File: config.mk
export PLATFORM = sky130hd
export DESIGN_NAME = maxpool_stage
export DESIGN_NICKNAME = d
export VERILOG_FILES = /design/src/rtl/cnn_pkg.sv /design/src/rtl/pool_reduce2.sv /design/src/rtl/maxpool_stage.sv
export SDC_FILE = /design/constraint.sdc
export NUM_CORES = 1
export LEC_CHECK = 0
export BUFFER_PORTS_ARGS = -buffer_cell sky130_fd_sc_hd__buf_2
export CAP_MARGIN = 10
export CORE_MARGIN = 2
export CORE_UTILIZATION = 60
export DETAILED_ROUTE_END_ITERATION = 16
export HOLD_SLACK_MARGIN = 0.06
export PLACE_DENSITY = 0.82
export SETUP_SLACK_MARGIN = 0.15
export SYNTH_ARGS = -nofsm -noshare
export SYNTH_HDL_FRONTEND = slang
export SYNTH_HIERARCHICAL = 1
export SYNTH_SLANG_ARGS = --single-unit
File: constraint.sdc
create_clock -name clk -period 12.26 [get_ports clk]
set_clock_uncertainty 0.2 [all_clocks]
set_input_delay 2.452 -clock clk [delete_from_list [all_inputs] [get_ports clk]]
set_output_delay 2.452 -clock clk [all_outputs]
set_load 0.1 [all_outputs]
File: src/rtl/cnn_pkg.sv
// rtl/cnn_pkg.sv - shared CNN pipeline constants and pooling state type
// Purpose: default sample width, convolution output feature-map size,
//          the width growth of the pooling reduce operator, and the pooling
//          stage state enum.
// Build option: POOL_AVG_EN selects average pooling (reduce grows by one bit).
package cnn_pkg;

  localparam int DATA_W = 32;
  localparam int FEAT_W = 6;
  localparam int FEAT_H = 6;

`ifdef POOL_AVG_EN
  // A sum of two W-bit signed values needs W+1 bits.
  localparam int REDUCE_GROW = 1;
`else
  // A max of two values is as wide as its inputs.
  localparam int REDUCE_GROW = 0;
`endif

  typedef enum logic [0:0] {
    ACCEPT = 1'b0,
    DRAIN  = 1'b1
  } pool_state_e;

endpackage

File: src/rtl/pool_reduce2.sv
// rtl/pool_reduce2.sv - combinational two-input signed max or sum
// Purpose: the reduce operator shared by the pair stage and the row-combine
//          stage of the pooling block.
// Build option: POOL_AVG_EN -> signed sum (output W+1 bits);
//               otherwise    -> signed max (output W bits).
// Ports:
//   a, b  in   W                  signed operands
//   y     out  W+REDUCE_GROW      reduced result
module pool_reduce2
  import cnn_pkg::*;
#(
  parameter int W = 32
) (
  input  logic [W-1:0]             a,
  input  logic [W-1:0]             b,
  output logic [W+REDUCE_GROW-1:0] y
);

`ifdef POOL_AVG_EN
  assign y = {a[W-1], a} + {b[W-1], b};
`else
  assign y = ($signed(a) > $signed(b)) ? a : b;
`endif

endmodule

File: src/rtl/maxpool_stage.sv
// rtl/maxpool_stage.sv - 2x2 stride-2 pooling stage on a raster valid/ready stream
// Purpose: pools an IN_W x IN_H signed feature map into (IN_W/2) x (IN_H/2)
//          outputs, keeping only one row of horizontal partial results.
// Build option: POOL_AVG_EN selects average pooling; default is max pooling.
// Ports:
//   clk         in   1       clock
//   rst         in   1       asynchronous active-high reset
//   in_valid    in   1       input sample valid
//   in_ready    out  1       stage can accept an input sample
//   in_data     in   DATA_W  signed input sample, raster order
//   out_valid   out  1       pooled sample valid
//   out_ready   in   1       downstream accepts the pooled sample
//   out_data    out  DATA_W  signed pooled sample
//   frame_done  out  1       one-cycle pulse after last pooled sample is taken
module maxpool_stage #(
  parameter int DATA_W = cnn_pkg::DATA_W,
  parameter int IN_W   = cnn_pkg::FEAT_W,
  parameter int IN_H   = cnn_pkg::FEAT_H
) (
  input  logic              clk,
  input  logic              rst,
  input  logic              in_valid,
  output logic              in_ready,
  input  logic [DATA_W-1:0] in_data,
  output logic              out_valid,
  input  logic              out_ready,
  output logic [DATA_W-1:0] out_data,
  output logic              frame_done
);

  import cnn_pkg::*;

  localparam int PAIR_W = DATA_W + REDUCE_GROW;
  localparam int QUAD_W = PAIR_W + REDUCE_GROW;
  localparam int CW     = (IN_W > 1) ? $clog2(IN_W) : 1;
  localparam int RW     = (IN_H > 1) ? $clog2(IN_H) : 1;
  localparam int BW     = (IN_W / 2 > 1) ? $clog2(IN_W / 2) : 1;

  pool_state_e       state;
  pool_state_e       state_next;
  logic              done_next;

  logic [CW-1:0]     col;
  logic [RW-1:0]     row;
  logic [DATA_W-1:0] h_reg;
  logic [PAIR_W-1:0] row_buf [IN_W/2];

  logic              in_fire;
  logic              out_fire;
  logic              col_last;
  logic              row_last;
  logic              produce;
  logic [BW-1:0]     buf_idx;
  logic [PAIR_W-1:0] pair;
  logic [QUAD_W-1:0] quad;
  logic [DATA_W-1:0] pooled;

  assign in_ready = (state == ACCEPT) && (!out_valid || out_ready);
  assign in_fire  = in_valid && in_ready;
  assign out_fire = out_valid && out_ready;
  assign col_last = (col == CW'(IN_W - 1));
  assign row_last = (row == RW'(IN_H - 1));
  // Odd row, odd column closes a 2x2 window.
  assign produce  = in_fire && row[0] && col[0];
  assign buf_idx  = BW'(col >> 1);

  // Horizontal pair: previous even-column sample with the current one.
  pool_reduce2 #(.W(DATA_W)) u_pair (
    .a (h_reg),
    .b (in_data),
    .y (pair)
  );

  // Vertical combine: the stored upper-row pair with the current lower-row pair.
  pool_reduce2 #(.W(PAIR_W)) u_row (
    .a (row_buf[buf_idx]),
    .b (pair),
    .y (quad)
  );

`ifdef POOL_AVG_EN
  // Taking bits [DATA_W+1:2] is an arithmetic shift right by 2 (floor)
  // followed by truncation to DATA_W.
  logic [1:0] quad_unused;
  assign quad_unused = quad[1:0];
  assign pooled      = quad[DATA_W+1:2];
`else
  assign pooled = quad;
`endif

  // Partial-result storage carries no reset: every entry is written before
  // it is read within a frame.
  always_ff @(posedge clk) begin
    if (in_fire) begin
      if (!col[0]) begin
        h_reg <= in_data;
      end else if (!row[0]) begin
        row_buf[buf_idx] <= pair;
      end
    end
  end

  always_ff @(posedge clk or posedge rst) begin
    if (rst) begin
      col <= '0;
      row <= '0;
    end else if (in_fire) begin
      if (col_last) begin
        col <= '0;
        row <= row_last ? '0 : row + 1'b1;
      end else begin
        col <= col + 1'b1;
      end
    end
  end

  // A new result overrides a same-cycle acceptance, so out_valid stays high.
  always_ff @(posedge clk or posedge rst) begin
    if (rst) begin
      out_valid <= 1'b0;
      out_data  <= '0;
    end else if (produce) begin
      out_valid <= 1'b1;
      out_data  <= pooled;
    end else if (out_fire) begin
      out_valid <= 1'b0;
    end
  end

  always_ff @(posedge clk or posedge rst) begin
    if (rst) begin
      state      <= ACCEPT;
      frame_done <= 1'b0;
    end else begin
      state      <= state_next;
      frame_done <= done_next;
    end
  end

  always_comb begin
    state_next = state;
    done_next  = 1'b0;
    case (state)
      ACCEPT: begin
        if (in_fire && row_last && col_last) begin
          state_next = DRAIN;
        end
      end
      DRAIN: begin
        // Only the final window's result can be pending here.
        if (out_fire) begin
          state_next = ACCEPT;
          done_next  = 1'b1;
        end
      end
      default: state_next = ACCEPT;
    endcase
  end

endmodule

==> results.txt <==
post-route cell area: 9696 sq um
VDD IR max: 0.0001185 V
Die W: 123.9 um
first-pass GRT wire length: 28,640 um
hold_buf cts: 0
Core Area: 13,930 sq um
Final HPWL DP: 12,150 um
outcome: finished clean
crit path max fanout: 25
# setup viols final: 0
largest net degree at the start of global routing: 70
#FFs+latches synth: 169
nets: 815
clock tree root driver cell: clkbuf_16
synth unique cells: 39
routability cong.: 0.8769
ys flop type: edfxtp_1
GRT Util Overall: 25.19%
Mapped Cells: 641
port bufs: 70
maxcap violations: 0
Final period util: 73.59%
synth warn: 6
CTS tree: built
area of the multi-input gates: 3343 sq um
fmax: 110.8 MHz
H-Tree Depth: 4
DIE AREA: 15,350 sq um
worst min-delay path category: flip-flop to flip-flop
Slew HR: 28.18%
post-cts repair resize count: 0
PwrDens: 126.0 nW/um^2
via count of the routed design: 5,441
max reg flops: 96
initial antenna violation count: 1
overflow left after global routing: 0
CTS sink count: 169
Fill cells: 954
syn avg cell area: 13.45 sq um
initial DRC count: 433
Vias/cell: 5.992
die span in y: 123.9 um
number of global-route vias before repair: 5,564
crit path DAT: 9.13 ns
Period minus WS final: 9.022 ns
DRT Wirelength: 18,330 um
WL/cell: 20.19 um
Reg area: 4872 sq um
sequential share of the synthesized area: 56.46%
Layout Utilization: 69.58%
area grow syn2layout: 12.42%
async set or reset register ratio after synthesis: 24.26%
Mapped Nets: 741
n_diodes: 0
share of cells above drive strength 1: 30.49%
Crit. End Element: flip-flop
RSZ-0062 raised after global routing: no
row count: 43
Pins Over Slew Limit: 0
drc violations: 0
CTS Buffer Depth: 2
CTS buffer count: 17
Clock Latency Late Sink: 0.42 ns
io pins: 71
WHS: 0.3076 ns
Pleak: 4.035 nW
Final ANT Viol Nets: 0
EDFF count, synth: 128
Post-Syn Area: 8625 sq um
worst-margin pin slew: 1.075 ns
starting density of the core: 61.89%
First-pass DRT Iterations: 5
Worst EP required: 12.37 ns
Pwr Total: 1.222 mW
Setup crit start kind: input port
setup TNS: 0 ns
final hold vios: 0
critical path class: input port to flip-flop
Placed Area: 9106 sq um
clock transition at the registers of the reported paths: 0.07 ns
Post-CTS Setup Inserts: 0
[worst paths after layout]
check                      slack, ns         from          end  depth (start not counted)
setup reg to reg                4.99    h_reg[31]  out_data[1]                         18
max in group asynchronous       9.14          rst       col[2]                          2
hold reg to reg                 0.31  out_data[5]  out_data[5]                          1
hold / removal                  0.31  out_data[5]  out_data[5]                          1
setup / recovery                3.24  in_data[31]  out_data[1]                         20
min in group asynchronous       2.05          rst  out_data[4]                          2
[cells by family after synthesis]
group / count (synthesis) / share of synthesized area (%)
flip-flops: 169 / 56.46
multiplexers: 132 / 16.86
AND/OR/NAND/NOR: 102 / 6.267
buffers and inverters: 91 / 5.049
AO/OA/AOI/OAI: 81 / 5.875
adder cells (fa/ha/maj): 64 / 9.285
XOR/XNOR: 2 / 0.2031
[critical path, stage by stage]
cell and delay (ns):
buf_2 0.10, inv_1 0.04, ha_1 0.31, nand4_1 0.19, or4_1 0.59, or3_1 0.33, o2111a_1 0.18, a211oi_4 0.79
buf_4 0.42, mux2_2 0.42, inv_1 0.06, ha_1 0.15, nand4_1 0.24, a2111oi_0 0.73, nor3_1 0.22, o2111a_1 0.34
a211oi_4 0.38, buf_4 0.45, mux2_2 0.42, mux2_2 0.27
[area by class of cell]
| class | count | share of cell area, % |
|---|---|---|
| clock inverter | 14 | 1.652 |
| sequential | 169 | 50.25 |
| tap | 180 | 2.323 |
| multi-input combinational | 381 | 34.48 |
| clock buffer | 18 | 4.426 |
| timing repair buffer | 78 | 4.233 |
| inverter | 68 | 2.633 |
[placed cells by master, fill, tap and decap left out, drive strengths merged, types with 3 or more instances in the layout]
cell type  instances
edfxtp           128
mux2             100
buf               78
inv               74
ha                64
dfrtp             41
nand2             40
o21ai             36
mux2i             32
a21oi             22
clkbuf            18
nand4             16
nand3              9
nor2               7
nor4               7
a21o               6
a2111oi            6
nor2b              6
nor3               5
clkinv             4
or3                3
nand2b             3
[where the power goes]
group          switching (mW)  internal (mW)
Sequential           0.000306          0.616
Clock                   0.228          0.305
Combinational          0.0414         0.0298
[synthesized netlist by cell type, types with 3 or more instances]
cell type  count  area, sq um
mux2i_1       32        320.3
dfrtp_1       41         1026
mux2_2        96         1081
buf_2          3        15.01
nor4_1         7        43.79
buf_6         12        135.1
nand3_1        9        45.04
nor2b_1        5        31.28
o21ai_0       36        180.2
nor3_1         4        20.02
inv_1         68        255.2
a2111oi_0      6        52.55
a21oi_1       22        110.1
nand2_1       40        150.1
a21o_1         6        45.04
ha_1          64        800.8
edfxtp_1     128         3844
clkbuf_1       8        30.03
nor2_1         7        26.28
nand4_1       16        100.1
[stage by stage]
| stage | instances | setup WS (ns) |
|---|---|---|
| 2_1_floorplan | 641 | 4.773 |
| 3_3_place_gp | 876 | 3.194 |
| 3_5_place_dp | 876 | 2.897 |
| 4_1_cts | 908 | 3.337 |
| 5_1_grt | 908 | 2.917 |
| 6_report | 908 | 3.238 |
[routing by layer]
layer / wire, um / global-route usage, %
met1: 7553 / 31.76
met2: 9366 / 43.51
met3: 1087 / 5.311
met4: 322 / 8.357
met5: 0 / 0
(Power assumes the default switching activity.)
